### src/rtl/shift_pkg.sv
// Shared types for the multi-cycle shifter: operation codes and FSM states.
package shift_pkg;

  typedef enum logic [1:0] {
    SLL = 2'b00,  // logical left, zero fill on the right
    SRL = 2'b01,  // logical right, zero fill on the left
    SRA = 2'b10,  // arithmetic right, sign bit replicated
    ROL = 2'b11   // rotate left, MSB re-enters at LSB
  } shift_op_t;

  typedef enum logic [1:0] {
    IDLE  = 2'b00,
    SHIFT = 2'b01,
    DONE  = 2'b10
  } shift_state_t;

endpackage

### src/rtl/shift_step.sv
// One partial shift step: moves value by k bits (0..STEP) in the direction
// and fill mode selected by op. Purely combinational.
module shift_step
  import shift_pkg::*;
#(
  parameter int WIDTH = 32,
  parameter int STEP  = 1
) (
  input  logic [WIDTH-1:0]           value,
  input  shift_op_t                  op,
  input  logic [$clog2(STEP+1)-1:0]  k,
  output logic [WIDTH-1:0]           result
);

  // Select the k-bit shift of the requested kind.
  always_comb begin
    // NOTE: every output of an always_comb gets a default first so no path
    // leaves it unassigned and no latch is inferred.
    result = value;
    unique case (op)
      SLL: result = value << k;
      SRL: result = value >> k;
      SRA: result = WIDTH'($signed(value) >>> k);
      ROL: result = (value << k) | (value >> (WIDTH - int'(k)));
    endcase
  end

endmodule

### src/rtl/shift_unit_seq.sv
// Multi-cycle shifter with start/done handshake. Shifts a WIDTH-bit operand
// by up to STEP bits per clock until the requested amount is consumed, then
// registers the result into y and pulses done for one cycle.
module shift_unit_seq
  import shift_pkg::*;
#(
  parameter  int WIDTH = 32,
  parameter  int STEP  = 1,
  localparam int SHW   = $clog2(WIDTH)
) (
  input  logic             clk,
  input  logic             reset,
  input  logic             start,
  input  shift_op_t        op,
  input  logic [WIDTH-1:0] a,
  input  logic [SHW-1:0]   shamt,
  output logic             ready,
  output logic             done,
  output logic [WIDTH-1:0] y
);

  localparam int KW = $clog2(STEP + 1);

  shift_state_t     state, state_next;
  shift_op_t        op_q;
  logic [WIDTH-1:0] work, step_out;
  logic [SHW-1:0]   rem;
  logic [KW-1:0]    k;
  logic             accept, last_step;

  // A new request is taken whenever the unit is not busy shifting.
  assign ready  = (state != SHIFT);
  assign accept = start && ready;

  // Bits to move this cycle: min(STEP, rem). The final step is the one that
  // brings rem to zero.
  assign k         = (rem > SHW'(STEP)) ? KW'(STEP) : rem[KW-1:0];
  assign last_step = (rem <= SHW'(STEP));

  shift_step #(
    .WIDTH (WIDTH),
    .STEP  (STEP)
  ) u_step (
    .value  (work),
    .op     (op_q),
    .k      (k),
    .result (step_out)
  );

  // State register.
  always_ff @(posedge clk) begin
    // NOTE: sequential state uses non-blocking assignments so every register
    // samples pre-edge values, independent of statement order.
    if (reset) state <= IDLE;
    else       state <= state_next;
  end

  // Next-state logic; a zero shift amount goes straight to DONE.
  always_comb begin
    state_next = state;
    unique case (state)
      IDLE:    if (start) state_next = (shamt == '0) ? DONE : SHIFT;
      SHIFT:   if (last_step) state_next = DONE;
      DONE:    if (start) state_next = (shamt == '0) ? DONE : SHIFT;
               else       state_next = IDLE;
      default: state_next = IDLE;
    endcase
  end

  // Remaining count and output registers; y is written only on entry to DONE.
  always_ff @(posedge clk) begin
    if (reset) begin
      rem  <= '0;
      y    <= '0;
      done <= 1'b0;
    end else begin
      done <= (state_next == DONE);
      if (state_next == DONE) y <= accept ? a : step_out;
      if (accept)              rem <= shamt;
      else if (state == SHIFT) rem <= rem - SHW'(k);
    end
  end

  // Work register and latched operation.
  always_ff @(posedge clk) begin
    // NOTE: these datapath registers carry no reset; they are always loaded
    // on accept before anything reads them, so reset would only cost routing.
    if (accept) begin
      work <= a;
      op_q <= op;
    end else if (state == SHIFT) begin
      work <= step_out;
    end
  end

endmodule

### config.mk
export PLATFORM = sky130hd
export DESIGN_NAME = shift_unit_seq
export DESIGN_NICKNAME = d
export VERILOG_FILES = /design/src/rtl/shift_pkg.sv /design/src/rtl/shift_step.sv /design/src/rtl/shift_unit_seq.sv
export SDC_FILE = /design/constraint.sdc
export NUM_CORES = 1
export LEC_CHECK = 0
export ABC_AREA = 1
export BUFFER_PORTS_ARGS = -buffer_cell sky130_fd_sc_hd__buf_2
export CORE_UTILIZATION = 55
export CTS_CLUSTER_SIZE = 40
export DETAILED_ROUTE_END_ITERATION = 12
export PLACE_DENSITY = 0.79
export SLEW_MARGIN = 20
export SYNTH_ARGS = -nofsm -noshare
export SYNTH_HDL_FRONTEND = slang
export SYNTH_HIERARCHICAL = 1
export SYNTH_SLANG_ARGS = --single-unit
### constraint.sdc
create_clock -name clk -period 3.4 [get_ports clk]
set_input_delay 0.68 -clock clk [delete_from_list [all_inputs] [get_ports clk]]
set_output_delay 0.68 -clock clk [all_outputs]
set_load 0.005 [all_outputs]
# Yosys cells after proc, flatten, opt, wreduce, memory -nomap -nowiden

Cells that the tools add are included.

Output and inout bits: 34
Flip-flop bits (word level): 74
Logic and storage cells: 39
Input port bits: 42

Reduce and logical (&&, ||, !) cells: 5
Muxes and demuxes: 12
Bitwise logic cells: 1
Shift-type cells: 4
Add/sub/neg operators: 2
$lt $le $gt $ge: 2
Eq/ne operators: 7

Operator list:

| cell                                                                             | number |
|---|---|
| 32-bit one-hot mux with 4 select lines                                           | 1 |
| 32-bit 2-to-1 mux                                                                | 3 |
| 32-bit bitwise OR                                                                | 1 |
| 32-bit by 1-bit << shifter with 32-bit output                                    | 1 |
| 32-bit by 1-bit right shift with 32-bit output                                   | 1 |
| 32-bit by 32-bit right shift with 32-bit output                                  | 1 |
| 32-bit by 1-bit >>> shifter with 32-bit output                                   | 1 |
| 5-bit 2-to-1 mux                                                                 | 2 |
| 2-bit equality test, second input constant                                       | 4 |
| 2-bit 2-to-1 mux                                                                 | 4 |
| 6-bit by 1-bit subtractor with 7-bit output, first input constant                | 1 |
| 2-bit one-hot mux with 3 select lines                                            | 1 |
| 5-bit by 1-bit > comparator with 1-bit output, second input constant             | 1 |
| 5-bit by 1-bit less-or-equal comparator with 1-bit output, second input constant | 1 |
| 5-bit logical NOT                                                                | 1 |
| 5-bit by 1-bit subtractor with 5-bit output                                      | 1 |
| 2-bit by 1-bit equality test with 1-bit output, second input constant            | 2 |
| 2-bit logical NOT                                                                | 2 |
| 2-bit by 1-bit != test with 1-bit output, second input constant                  | 1 |
| 2-bit nonzero test                                                               | 1 |
| 1-bit logical AND                                                                | 1 |
| 1-bit 2-to-1 mux                                                                 | 1 |

# Logic depth before layout (Yosys ltp)

Gate-level depths: netlist (run 1).

Depth after elaboration: 8
Gate-level depth with buffers: 15

# By module

The synthesis (run 1) kept the hierarchy.

By module, submodules not included:

| module         | sequential area each (sq um) | area each (sq um) | cells each | instances |
|---|---|---|---|---|
| shift_unit_seq | 1821.7                       | 3036.7            | 365        | 1 |
| shift_step     | 0.0                          | 948.4             | 222        | 1 |

# Worst setup path before layout (run 1)

OpenSTA, ideal clock, no wires.

Path type: input-to-reg
Start point: in start
End point: reg rem[3]
Data arrival time: 1.899 ns
Cell stages on the path: 6
Slack: 1.431 ns
Cells stage by stage: inv_2 -> nand2_1 -> inv_1 -> nor2_1 -> nand2_1 -> a21oi_1

Word-level cells in the longest chain between the ends: 2
Elaborated cells on any way between the ends: 3
Classes of those cells: 1 x mux; 2 x reduce/logical

Ends and longest elaborated chain:

| what                                                          | line                 | source |
|---|---|---|
| start: declaration                                            | shift_unit_seq.sv:13 | `input logic start,` |
| 1-bit logical AND *                                           | shift_unit_seq.sv:33 | `assign accept = start && ready;` |
| 5-bit 2-to-1 mux / 2-bit nonzero test (equally long branches) | --                   |  |
| end signal: assignment                                        | shift_unit_seq.sv:79 | `if (accept) rem <= shamt;` |
| end signal: assignment                                        | shift_unit_seq.sv:80 | `else if (state == SHIFT) rem <= rem - SHW'(k);` |
| end: declaration                                              | shift_unit_seq.sv:27 | `logic [SHW-1:0] rem;` |

Every way passes the cells marked *; elsewhere a longest branch is shown, timed or not.
A chain may end at the register's enable or synchronous reset.

# Final worst setup path (run 1)

Start point: reg rem[0]
End point: reg y[6]

Word-level cells in the longest chain between the ends: 7
Elaborated cells on any way between the ends: 14
Classes of those cells: 1 x add/sub; 2 x order compare; 1 x eq/ne; 4 x shift; 5 x mux; 1 x bitwise

Ends and longest elaborated chain:

| what                                            | line                 | source |
|---|---|---|
| 5-bit by 1-bit > comparator with 1-bit output   | shift_unit_seq.sv:37 | `assign k = (rem > SHW'(STEP)) ? KW'(STEP) : rem[KW-1:0];` |
| 1-bit 2-to-1 mux *                              | shift_unit_seq.sv:37 |  |
| net k                                           | shift_unit_seq.sv:28 | `logic [KW-1:0] k;` |
| 6-bit by 1-bit subtractor with 7-bit output     | shift_step.sv:24     | `ROL: result = (value << k) \| (value >> (WIDTH - int'(k)));` |
| 32-bit by 32-bit right shift with 32-bit output | shift_step.sv:24     |  |
| 32-bit bitwise OR                               | shift_step.sv:24     |  |
| 32-bit one-hot mux with 4 select lines *        | shift_step.sv:20     | `unique case (op)` |
| net step_out[6]                                 | shift_unit_seq.sv:26 | `logic [WIDTH-1:0] work, step_out;` |
| 32-bit 2-to-1 mux *                             | shift_unit_seq.sv:78 | `if (state_next == DONE) y <= accept ? a : step_out;` |
| end signal: assignment                          | shift_unit_seq.sv:78 |  |
| end: declaration                                | shift_unit_seq.sv:19 | `output logic [WIDTH-1:0] y` |

Mark *: on every way through the listed nets, which the timed path passes. The rest lies on a longest branch.

==> summary.md, run 1 <==
| Metric | Value |
|---|---|
| Final setup violation count | 0 |
| CP Class | reg2reg |
| Initial antenna violation count | 0 |
| Htree depth | 3 |
| Most common cell in the netlist | nand2_1 |
| Via count | 3781 |
| Req. time, crit path | 3.65 ns |
| Peak VDD IR | 0.322 mV |
| Dpl hpwl | 6160 um |
| Top post-synthesis cells by area | edfxtp_1 (26%), nand2_1 (22%), dfxtp_1 (20%) |
| CP most frequent cell | nor2_1 |
| Post-synth top area share | 0.256 |
| Status | finished clean |
| Largest net degree at the start of global routing | 45 |
| First-pass GRT wire length | 15200 um |
| Post-synthesis sequential area ratio | 0.457 |
| Global placer's final weighted congestion | 0.843 |
| Synthesized Nets | 630 |
| Synth warn | 6 |
| Worst-path clk slew | 0.08 ns |
| Prevailing post-synth register cell | dfxtp_1 |
| Syn Inst Count | 587 |
| Drt drc | 0 |
| Worst skew pair latency | 0.35 ns |
| Max Freq | 399 MHz |
| Post-synthesis cell area | 3990 um^2 |
| Layout area overhead | 14.5% |
| CP startpoint kind | flop |
| Sink Count | 74 |
| Asr flop ratio synth | 0 |
| Critical-path top delay cell | nand3_1 |
| Setup TNS | 0 ns |
| Cell Chain, Critical Path | nor2_1 > nand3_1 > inv_2 > or2_2 > nor2_1 > nor2_1 > inv_1 > nand2_1 > o21ai_1 > nand2_1 > nand2_1 > nor2_1 |
| Fraction of layout cells with a size suffix above 1 | 0.167 |
| Least-Margin Pin Slew | 0.997 ns |
| GRT Util Overall | 0.256 |
| Multi-input gate area | 1780 um^2 |
| Static leakage | 2.45 nW |
| Grt ovf | 0 |
| Hold Buf Count CTS | 0 |
| PostCTS Resize Cnt | 0 |
| Port bufs | 75 |
| Post-synth top area cell | edfxtp_1 |
| Die width | 87.1 um |
| Number of global-route vias before repair | 3543 |
| Worst hold path depth | 2 |
| Worst hold path startpoint | y[0] |
| Std-Cell Rows | 30 |
| Largest stage delay, worst path | 0.52 ns |
| Synth unique cells | 26 |
| Chip Height | 87.1 um |
| Final Hold Fails | 0 |
| WP data arrival | 2.75 ns |
| FF-to-FF End | y[6] |
| Worst Clk Skew | 0.0104 ns |
| Antenna Cells | 0 |
| Max Slew Vio Count | 0 |
| Final WL | 9300 um |
| 1st-iter DRT viols | 238 |
| Number of max-cap violations | 0 |
| CORE AREA | 6910 um^2 |
| #FFs+latches synth | 74 |
| Deepest clock path buffer count | 2 |
| Initial Util | 0.577 |
| CTS Buf Count | 9 |
| CTS Root Cell | clkbuf_8 |
| I/O Pins | 76 |
| Hold crit path type | reg2reg |
| DR pass1 iterations | 5 |
| WL per Instance | 12.4 um |
| Minimum clock period | 2.51 ns |
| Fillers | 628 |
| Slew headroom | 0.335 |
| Setup Fix Bufs, Post-CTS | 0 |
| CP endpoint kind | flop |
| Via-to-Cell Ratio | 5.05 |
| Hold endpoint | y[0] |
| Worst R2R Start | rem[0] |
| Worst Reg-to-Reg Cells | 12 |
| Flip-flop and latch area | 1820 um^2 |
| Die area | 7590 um^2 |
| Top post-synthesis cells by count | nand2_1 (232), nor2_1 (96), inv_1 (51), dfxtp_1 (40), edfxtp_1 (34) |
| Final Power | 2.76 mW |
| PD cells | 604 nW/um^2 |
| EDFF count, synth | 34 |
| Nets | 691 |
| Syn_area_per_cell | 6.79 um^2 |
| Final ANT Viol Nets | 0 |
| CTS tree | done |
| Fin crit share | 0.738 |
| Worst reg-to-reg setup slack | 0.89 ns |
| Worst-path fanout max | 33 |
| RSZ-0062 raised after global routing | false |
where the power goes:
group	total, mW	internal [mW]	switching (mW)
sequential	1.18	1.10	0.0803
combinational	0.801	0.284	0.516
clock	0.777	0.453	0.324
worst max-delay path: cells and delay by family, from the launching register on:
kind,cells,cell delay (ns)
AND/OR/NAND/NOR,9,1.39
AO/OA/AOI/OAI,1,0.13
buffers and inverters,2,0.47
flip-flops,1,0.41
state kept, by name, summed over array words and instances (netlist names):
register  flops
done          1
op_q          2
rem           5
state         2
work         32
y            32
final cells by class:
class	count	share of cell area
Clock buffer	11	0.0334
Clock inverter	5	0.0164
Inverter	57	0.0474
Multi-Input combinational cell	428	0.390
Sequential cell	74	0.399
Tap cell	96	0.0263
Timing Repair Buffer	78	0.0872
routing by layer:
| layer | share of wire | vias up | track usage |
|---|---|---|---|
| met3 | 0.053 | 10 | 0.0588 |
| met5 | 0 | - | 0 |
| met4 | 0.011 | 0 | 0.0805 |
| met2 | 0.48 | 124 | 0.447 |
| met1 | 0.45 | 1704 | 0.313 |
| li1 | - | 1943 | - |
logic make-up (layout without fill, tap and decap cells):
logic type | after synthesis | count (layout) | share of synthesized area
AOI/OAI and AO/OA | 50 | 50 | 0.0647
adders and majority gates | 1 | 1 | 0.00314
buffers and inverters | 85 | 151 | 0.0961
DFF | 74 | 74 | 0.457
and+or+nand+nor | 377 | 377 | 0.379
stage by stage:
step	cells	utilization	hold slack (ns)	setup WS, ns	instance area (um^2)
6_report	749	0.661	0.485	0.892	4560
5_1_grt	749	0.661	0.484	0.583	4560
4_1_cts	749	0.661	0.486	0.956	4560
3_5_place_dp	733	0.628	0.473	0.969	4340
3_3_place_gp	733	0.628	0.462	1.08	4340
2_1_floorplan	587	-	0.462	1.43	3990
layout by cell type, fill, tap and decap left out, types with 2 or more instances in the layout:
cell type	synthesis	layout
buf_2	13	75
a21oi_1	3	3
inv_2	5	5
inv_1	51	51
or2_2	6	6
nand3_1	31	31
o21ai_0	11	11
clkbuf_8	0	9
clkinv_1	0	2
nand4_1	5	5
nand2_1	232	232
dfxtp_1	40	40
buf_4	6	3
nor2_1	96	96
bufinv_16	0	2
nand2_2	3	3
o21ai_1	33	33
nand2_4	2	2
edfxtp_1	34	34
worst max path at each step:
stage              end  startpoint  slack, ns
5_1_grt           y[4]      rem[2]       0.58
2_1_floorplan   rem[3]       start       1.43
6_report          y[6]      rem[0]       0.89
3_3_place_gp   work[6]      rem[0]       1.08
3_5_place_dp      y[6]      rem[0]       0.97
4_1_cts           y[6]      rem[2]       0.96
(Power assumes the default switching activity.)
==> inputs of run 2 (changes only) <==
--- a/config.mk
+++ b/config.mk
@@ -7,10 +7,10 @@
 export LEC_CHECK = 0
 export ABC_AREA = 1
 export BUFFER_PORTS_ARGS = -buffer_cell sky130_fd_sc_hd__buf_2
-export CORE_UTILIZATION = 55
+export CORE_UTILIZATION = 50
 export CTS_CLUSTER_SIZE = 40
 export DETAILED_ROUTE_END_ITERATION = 12
-export PLACE_DENSITY = 0.79
+export PLACE_DENSITY = 0.76
 export SLEW_MARGIN = 20
 export SYNTH_ARGS = -nofsm -noshare
 export SYNTH_HDL_FRONTEND = slang
==> constraint.sdc (replaced) <==
create_clock -name clk -period 2.12 [get_ports clk]
set_input_delay 0.424 -clock clk [delete_from_list [all_inputs] [get_ports clk]]
set_output_delay 0.424 -clock clk [all_outputs]
set_load 0.005 [all_outputs]
==> run 2 against run 1 <==
Worst hold slack got worse by 0.21 ns. Critical path depth did not move. Combinational power rose by 65%. Power rose by 62%. Non-clock buffer count rose by 7. Die area rose by 9.8%. Sequential power rose by 60%. Largest cell class unchanged. Final cell count rose by 1.7%. Critical path type unchanged. Largest power group unchanged. Sequential cell count did not move. Maximum frequency rose by 37%. Via count rose by 1.1%.
==> summary.md, run 2 (synthesized netlist as in run 1, its figures left out) <==
| Metric | Value |
|---|---|
| Drt drc | 0 |
| Worst R2R Start | rem[2] |
| Sink Count | 74 |
| Htree depth | 3 |
| Final ANT Viol Nets | 0 |
| PD cells | 965 nW/um^2 |
| Global placer's final weighted congestion | 0.838 |
| Dpl hpwl | 6490 um |
| CP Class | reg2reg |
| Largest stage delay, worst path | 0.35 ns |
| Layout area overhead | 16.4% |
| 1st-iter DRT viols | 299 |
| Largest regs | work: 32 flops, y: 32 flops, rem: 5 flops |
| WP data arrival | 2.13 ns |
| Worst Reg-to-Reg Cells | 12 |
| CTS tree | done |
| Req. time, crit path | 2.41 ns |
| Crit path to | y[23] |
| Die area | 8330 um^2 |
| Static leakage | 2.49 nW |
| WL per Instance | 12.2 um |
| Hold crit path type | in2reg |
| Worst setup startpoint | rem[2] |
| First-pass GRT wire length | 16500 um |
| Deepest clock path buffer count | 2 |
| Dpl cells | 746 |
| Max Slew Vio Count | 0 |
| Largest net degree at the start of global routing | 35 |
| WP depth | 12 |
| Worst hold path startpoint | op[0] |
| CP endpoint kind | flop |
| Most frequent cells in the layout | nand2_1 (232), nor2_1 (96), buf_2 (75), inv_1 (51), dfxtp_1 (40) |
| Worst skew pair latency | 0.35 ns |
| RSZ-0062 raised after global routing | false |
| Final Hold Fails | 0 |
| CTS Buf Count | 9 |
| Final Non-Filler Cells | 762 |
| Initial Util | 0.516 |
| Hold Buf Count CTS | 0 |
| I/O Pins | 76 |
| Status | finished clean |
| Cell Chain, Critical Path | nor2_1 > nand3_1 > inv_2 > buf_4 > nand2_1 > nand2_1 > nor2_1 > nor2_1 > nand2_1 > nand2_1 > nor2_1 > nor2_1 |
| Commonest non-fill, non-tap cell in the layout | nand2_1 |
| DR pass1 iterations | 5 |
| Worst-path clk slew | 0.08 ns |
| FF-to-FF End | y[23] |
| Via-to-Cell Ratio | 5.02 |
| Bufs and invs on worst path | 2 |
| CORE AREA | 7730 um^2 |
| Nets | 698 |
| Slew headroom | 0.658 |
| Std-Cell Rows | 32 |
| Die width | 91.3 um |
| Number of global-route vias before repair | 3753 |
| Least-Margin Pin Slew | 0.513 ns |
| Minimum clock period | 1.84 ns |
| CTS Root Cell | clkbuf_8 |
| Final WL | 9320 um |
| Number of max-cap violations | 0 |
| Fin crit share | 0.866 |
| Via count | 3822 |
| Setup Fix Bufs, Post-CTS | 0 |
| Peak VDD IR | 0.534 mV |
| Chip Height | 91.3 um |
| Worst Clk Skew | 0.0116 ns |
| GRT Util Overall | 0.246 |
| Initial antenna violation count | 0 |
| Port bufs | 75 |
| PostCTS Resize Cnt | 0 |
| Worst reg-to-reg setup slack | 0.28 ns |
| Critical-path top delay cell | dfxtp_1 |
| Fraction of layout cells with a size suffix above 1 | 0.177 |
| CP most frequent cell | nor2_1 |
| Worst-path fanout max | 18 |
| CP startpoint kind | flop |
| Final setup violation count | 0 |
| Cell family with the largest share of critical-path delay | simple AND/OR/NAND/NOR gates |
| Fillers | 752 |
| Setup TNS | 0 ns |
| Max Freq | 544 MHz |
| Grt ovf | 0 |
| Antenna Cells | 0 |
-- run 2: final cells by class --
type,count,area [um^2],area share
repair buffers,85,463,0.0998
multi-input cells,428,1780,0.384
inverters,57,216,0.0467
clock inverters,4,72.6,0.0156
clock buffers,12,156,0.0337
flip-flops and latches,74,1820,0.393
well taps,102,128,0.0275
-- run 2: report_power, final --
group          total, mW  leakage [nW]  switching [mW]  internal (mW)
Sequential          1.89         0.670           0.131           1.76
Clock               1.26         0.112           0.529          0.734
Combinational       1.32          1.71           0.834          0.486
Total               4.48          2.49            1.49           2.98
-- run 2: worst min path at each step --
stage / end / slack (ns) / depth (start not counted)
final: op_q[0] / 0.28 / 1
after global routing: op_q[1] / 0.27 / 1
after CTS: op_q[1] / 0.27 / 1
after detailed placement: y[31] / 0.47 / 2
after global placement: y[31] / 0.46 / 2
after floorplan: rem[3] / 0.46 / 2
-- run 2: layer usage --
layer	vias up	wire, um	global-route usage
met3	14	519	0.0327
li1	1969	-	-
met2	118	4490	0.422
met5	-	0	0
met4	0	125	0.0966
met1	1721	4190	0.315
-- run 2: per-stage QoR --
step            util  area (um^2)  hold slack, ns  power [mW]  setup WS [ns]
6_report       0.600         4640           0.278        4.48          0.283
5_1_grt        0.600         4640           0.267        4.78         0.0260
4_1_cts        0.600         4640           0.273        4.50          0.280
3_5_place_dp   0.571         4410           0.467        3.23          0.304
3_3_place_gp   0.571         4410           0.458        3.19          0.362
2_1_floorplan      -         3990           0.462        2.88          0.386
-- run 2: worst reg2reg max path, delay by kind of cell, from the launching register on --
| kind | cells | cell delay, ns |
|---|---|---|
| flip-flops | 1 | 0.35 |
| AND/OR/NAND/NOR | 10 | 0.91 |
| buffers and inverters | 2 | 0.52 |
==> inputs of run 3 (changes only) <==
--- a/config.mk
+++ b/config.mk
@@ -5,12 +5,12 @@
 export SDC_FILE = /design/constraint.sdc
 export NUM_CORES = 1
 export LEC_CHECK = 0
-export ABC_AREA = 1
 export BUFFER_PORTS_ARGS = -buffer_cell sky130_fd_sc_hd__buf_2
-export CORE_UTILIZATION = 50
+export CORE_UTILIZATION = 49
 export CTS_CLUSTER_SIZE = 40
 export DETAILED_ROUTE_END_ITERATION = 12
-export PLACE_DENSITY = 0.76
+export PLACE_DENSITY = 0.75
+export SKIP_LAST_GASP = 1
 export SLEW_MARGIN = 20
 export SYNTH_ARGS = -nofsm -noshare
 export SYNTH_HDL_FRONTEND = slang
==> run 3 against run 2 <==
Worst setup slack got worse by 0.019 ns. Maximum frequency fell by 1.0%. Worst hold slack got worse by 0.020 ns. Design area fell by 4.4%. Synthesized cell count fell by 31%. Utilization rose by 0.77 points. Global-route usage fell by 2.9 points. Sequential share of layout area rose by 1.8 points. Critical path type unchanged.
==> summary.md, run 3 <==
| Metric | Value |
|---|---|
| Setup Fix Bufs, Post-CTS | 0 |
| Post-Synth Simple-Gate Area | 0.204 |
| Final instance area | 4430 um^2 |
| Worst Clk Skew | 0.00553 ns |
| Worst-path fanout max | 38 |
| Least-Margin Pin Slew | 0.471 ns |
| Minimum clock period | 1.86 ns |
| Worst skew pair latency | 0.35 ns |
| Htree depth | 3 |
| 1st-iter DRT viols | 150 |
| I/O Pins | 76 |
| Req. time, crit path | 2.38 ns |
| Die area | 7900 um^2 |
| EDFF count, synth | 34 |
| Compound-Gate Fraction of Synth Area | 0.156 |
| RSZ-0062 raised after global routing | false |
| Worst-path clk slew | 0.07 ns |
| WL per Instance | 13.7 um |
| Initial antenna violation count | 0 |
| Static leakage | 1.95 nW |
| Post-synth top area share | 0.276 |
| CP endpoint kind | flop |
| Prevailing post-synth register cell | dfxtp_1 |
| Setup TNS | 0 ns |
| Max Freq | 539 MHz |
| Slew headroom | 0.686 |
| Post-synthesis sequential area ratio | 0.493 |
| Grt ovf | 0 |
| Via-to-Cell Ratio | 5.31 |
| Final ANT Viol Nets | 0 |
| Synth unique cells | 36 |
| Hold Buf Count CTS | 0 |
| Top post-synthesis cells by count | nand2_1 (100), nor2_1 (67), dfxtp_1 (40), a21oi_1 (34), edfxtp_1 (34) |
| Multi-input gate area | 1730 um^2 |
| Syn_area_per_cell | 9.13 um^2 |
| Nets | 520 |
| Final Hold Slack | 0.258 ns |
| Status | finished clean |
| Synth Area in XOR/XNOR | 0.00440 |
| Commonest non-fill, non-tap cell in the layout | nand2_1 |
| Dpl hpwl | 5350 um |
| Final Hold Fails | 0 |
| Global placer's final weighted congestion | 0.850 |
| Number of max-cap violations | 0 |
| Final setup violation count | 0 |
| Deepest clock path buffer count | 2 |
| Fillers | 676 |
| Std-Cell Rows | 31 |
| CTS Root Cell | clkbuf_8 |
| Most common cell in the netlist | nand2_1 |
| Most frequent cells in the layout | nand2_1 (100), buf_2 (75), nor2_1 (67), dfxtp_1 (40) |
| Post-synthesis cell area | 3700 um^2 |
| WP data arrival | 2.11 ns |
| Asr flop ratio synth | 0 |
| First-pass GRT wire length | 12800 um |
| Synthesized Nets | 448 |
| Multiplexer share of the synthesized area | 0.0924 |
| PostCTS Resize Cnt | 0 |
| Fraction of layout cells with a size suffix above 1 | 0.249 |
| Largest regs | work: 32 flops, y: 32 flops, rem: 5 flops |
| DR pass1 iterations | 4 |
| Post-synth top area cell | edfxtp_1 |
| Max Slew Vio Count | 0 |
| CORE AREA | 7290 um^2 |
| Peak VDD IR | 0.432 mV |
| #FFs+latches synth | 74 |
| GRT Util Overall | 0.217 |
| Largest net degree at the start of global routing | 41 |
| CTS Buf Count | 9 |
| Initial Util | 0.507 |
| CP startpoint kind | flop |
| Syn Inst Count | 405 |
| Port bufs | 75 |
| Adder-cell share of the synthesized area | 0.00338 |
| Antenna Cells | 0 |
| Drt drc | 0 |
| Chip Height | 88.9 um |
| Placed Area | 4210 um^2 |
| PD cells | 955 nW/um^2 |
| Fin crit share | 0.875 |
| Via count | 3086 |
| Synth warn | 6 |
| Die width | 88.9 um |
| CP Class | reg2reg |
| Sink Count | 74 |
| Flip-flop and latch area | 1820 um^2 |
| Top post-synthesis cells by area | edfxtp_1 (28%), dfxtp_1 (22%), nand2_1 (10%) |
| Layout area overhead | 19.9% |
| Final WL | 7980 um |
| Number of global-route vias before repair | 2798 |
| Main combinational cell family by area after synthesis | simple AND/OR/NAND/NOR gates |
| Hold crit path type | in2reg |
| CTS tree | done |
-- run 3: cell types whose count changed in the layout (fill, tap and decap cells not counted), moves of 10 or more --
cell	delta
a21oi_1	+31
a311oi_1	+26
inv_1	-49
mux2i_1	+33
nand2_1	-132
nand3_1	-31
nor2_1	-29
o21ai_0	-10
o21ai_1	-33
-- run 3: cells by family after synthesis --
kind of cell,count (synthesis)
simple gates,185
compound gates,77
flops,74
mux,34
buf+inv,33
xor+xnor,1
fa+ha+maj,1
-- run 3: metrics by stage --
stage               total power [mW]  setup slack (ns)  utilization  std cells
floorplan                       2.78             0.282            -        405
global placement                3.06             0.179        0.577        565
detailed placement              3.10             0.106        0.577        565
CTS                             4.26             0.119        0.607        581
global route                    4.51             0.102        0.608        581
finish                          4.23             0.264        0.608        581
-- run 3: final cells by class --
class                           instances  area share
Sequential cell                        74       0.411
Tap cell                               99      0.0279
Multi-Input combinational cell        298       0.390
Timing Repair Buffer                   90       0.119
Inverter                                4     0.00339
Clock inverter                          3     0.00367
Clock buffer                           13      0.0454
-- run 3: final timing paths --
| check | end | start | depth (start not counted) | slack, ns |
|---|---|---|---|---|
| worst max-delay path | y[31] | rem[1] | 6 | 0.26 |
| worst min-delay path | op_q[0] | op[0] | 1 | 0.26 |
| worst max register to register | y[31] | rem[1] | 6 | 0.26 |
| worst min register to register | y[10] | y[10] | 2 | 0.50 |
-- run 3: where the power goes --
group | switching, mW | internal [mW]
Combinational | 0.650 | 0.493
Clock | 0.523 | 0.626
Sequential | 0.168 | 1.77
-- run 3: metal layers --
layer  vias to the layer above  wire length [um]  global-route usage
li1                       1577                 -                   -
met1                      1429              3740               0.269
met2                        73              3810               0.364
met3                         7               337              0.0429
met4                         0                99               0.104
met5                         -                 0                   0
-- run 3: critical path: stages, from the launching register on --
cell      delay, ns
dfxtp_1        0.37
nor4_2         0.38
nand2b_2       0.12
buf_4          0.25
o221ai_1       0.24
nand2_1        0.11
a311oi_1       0.29
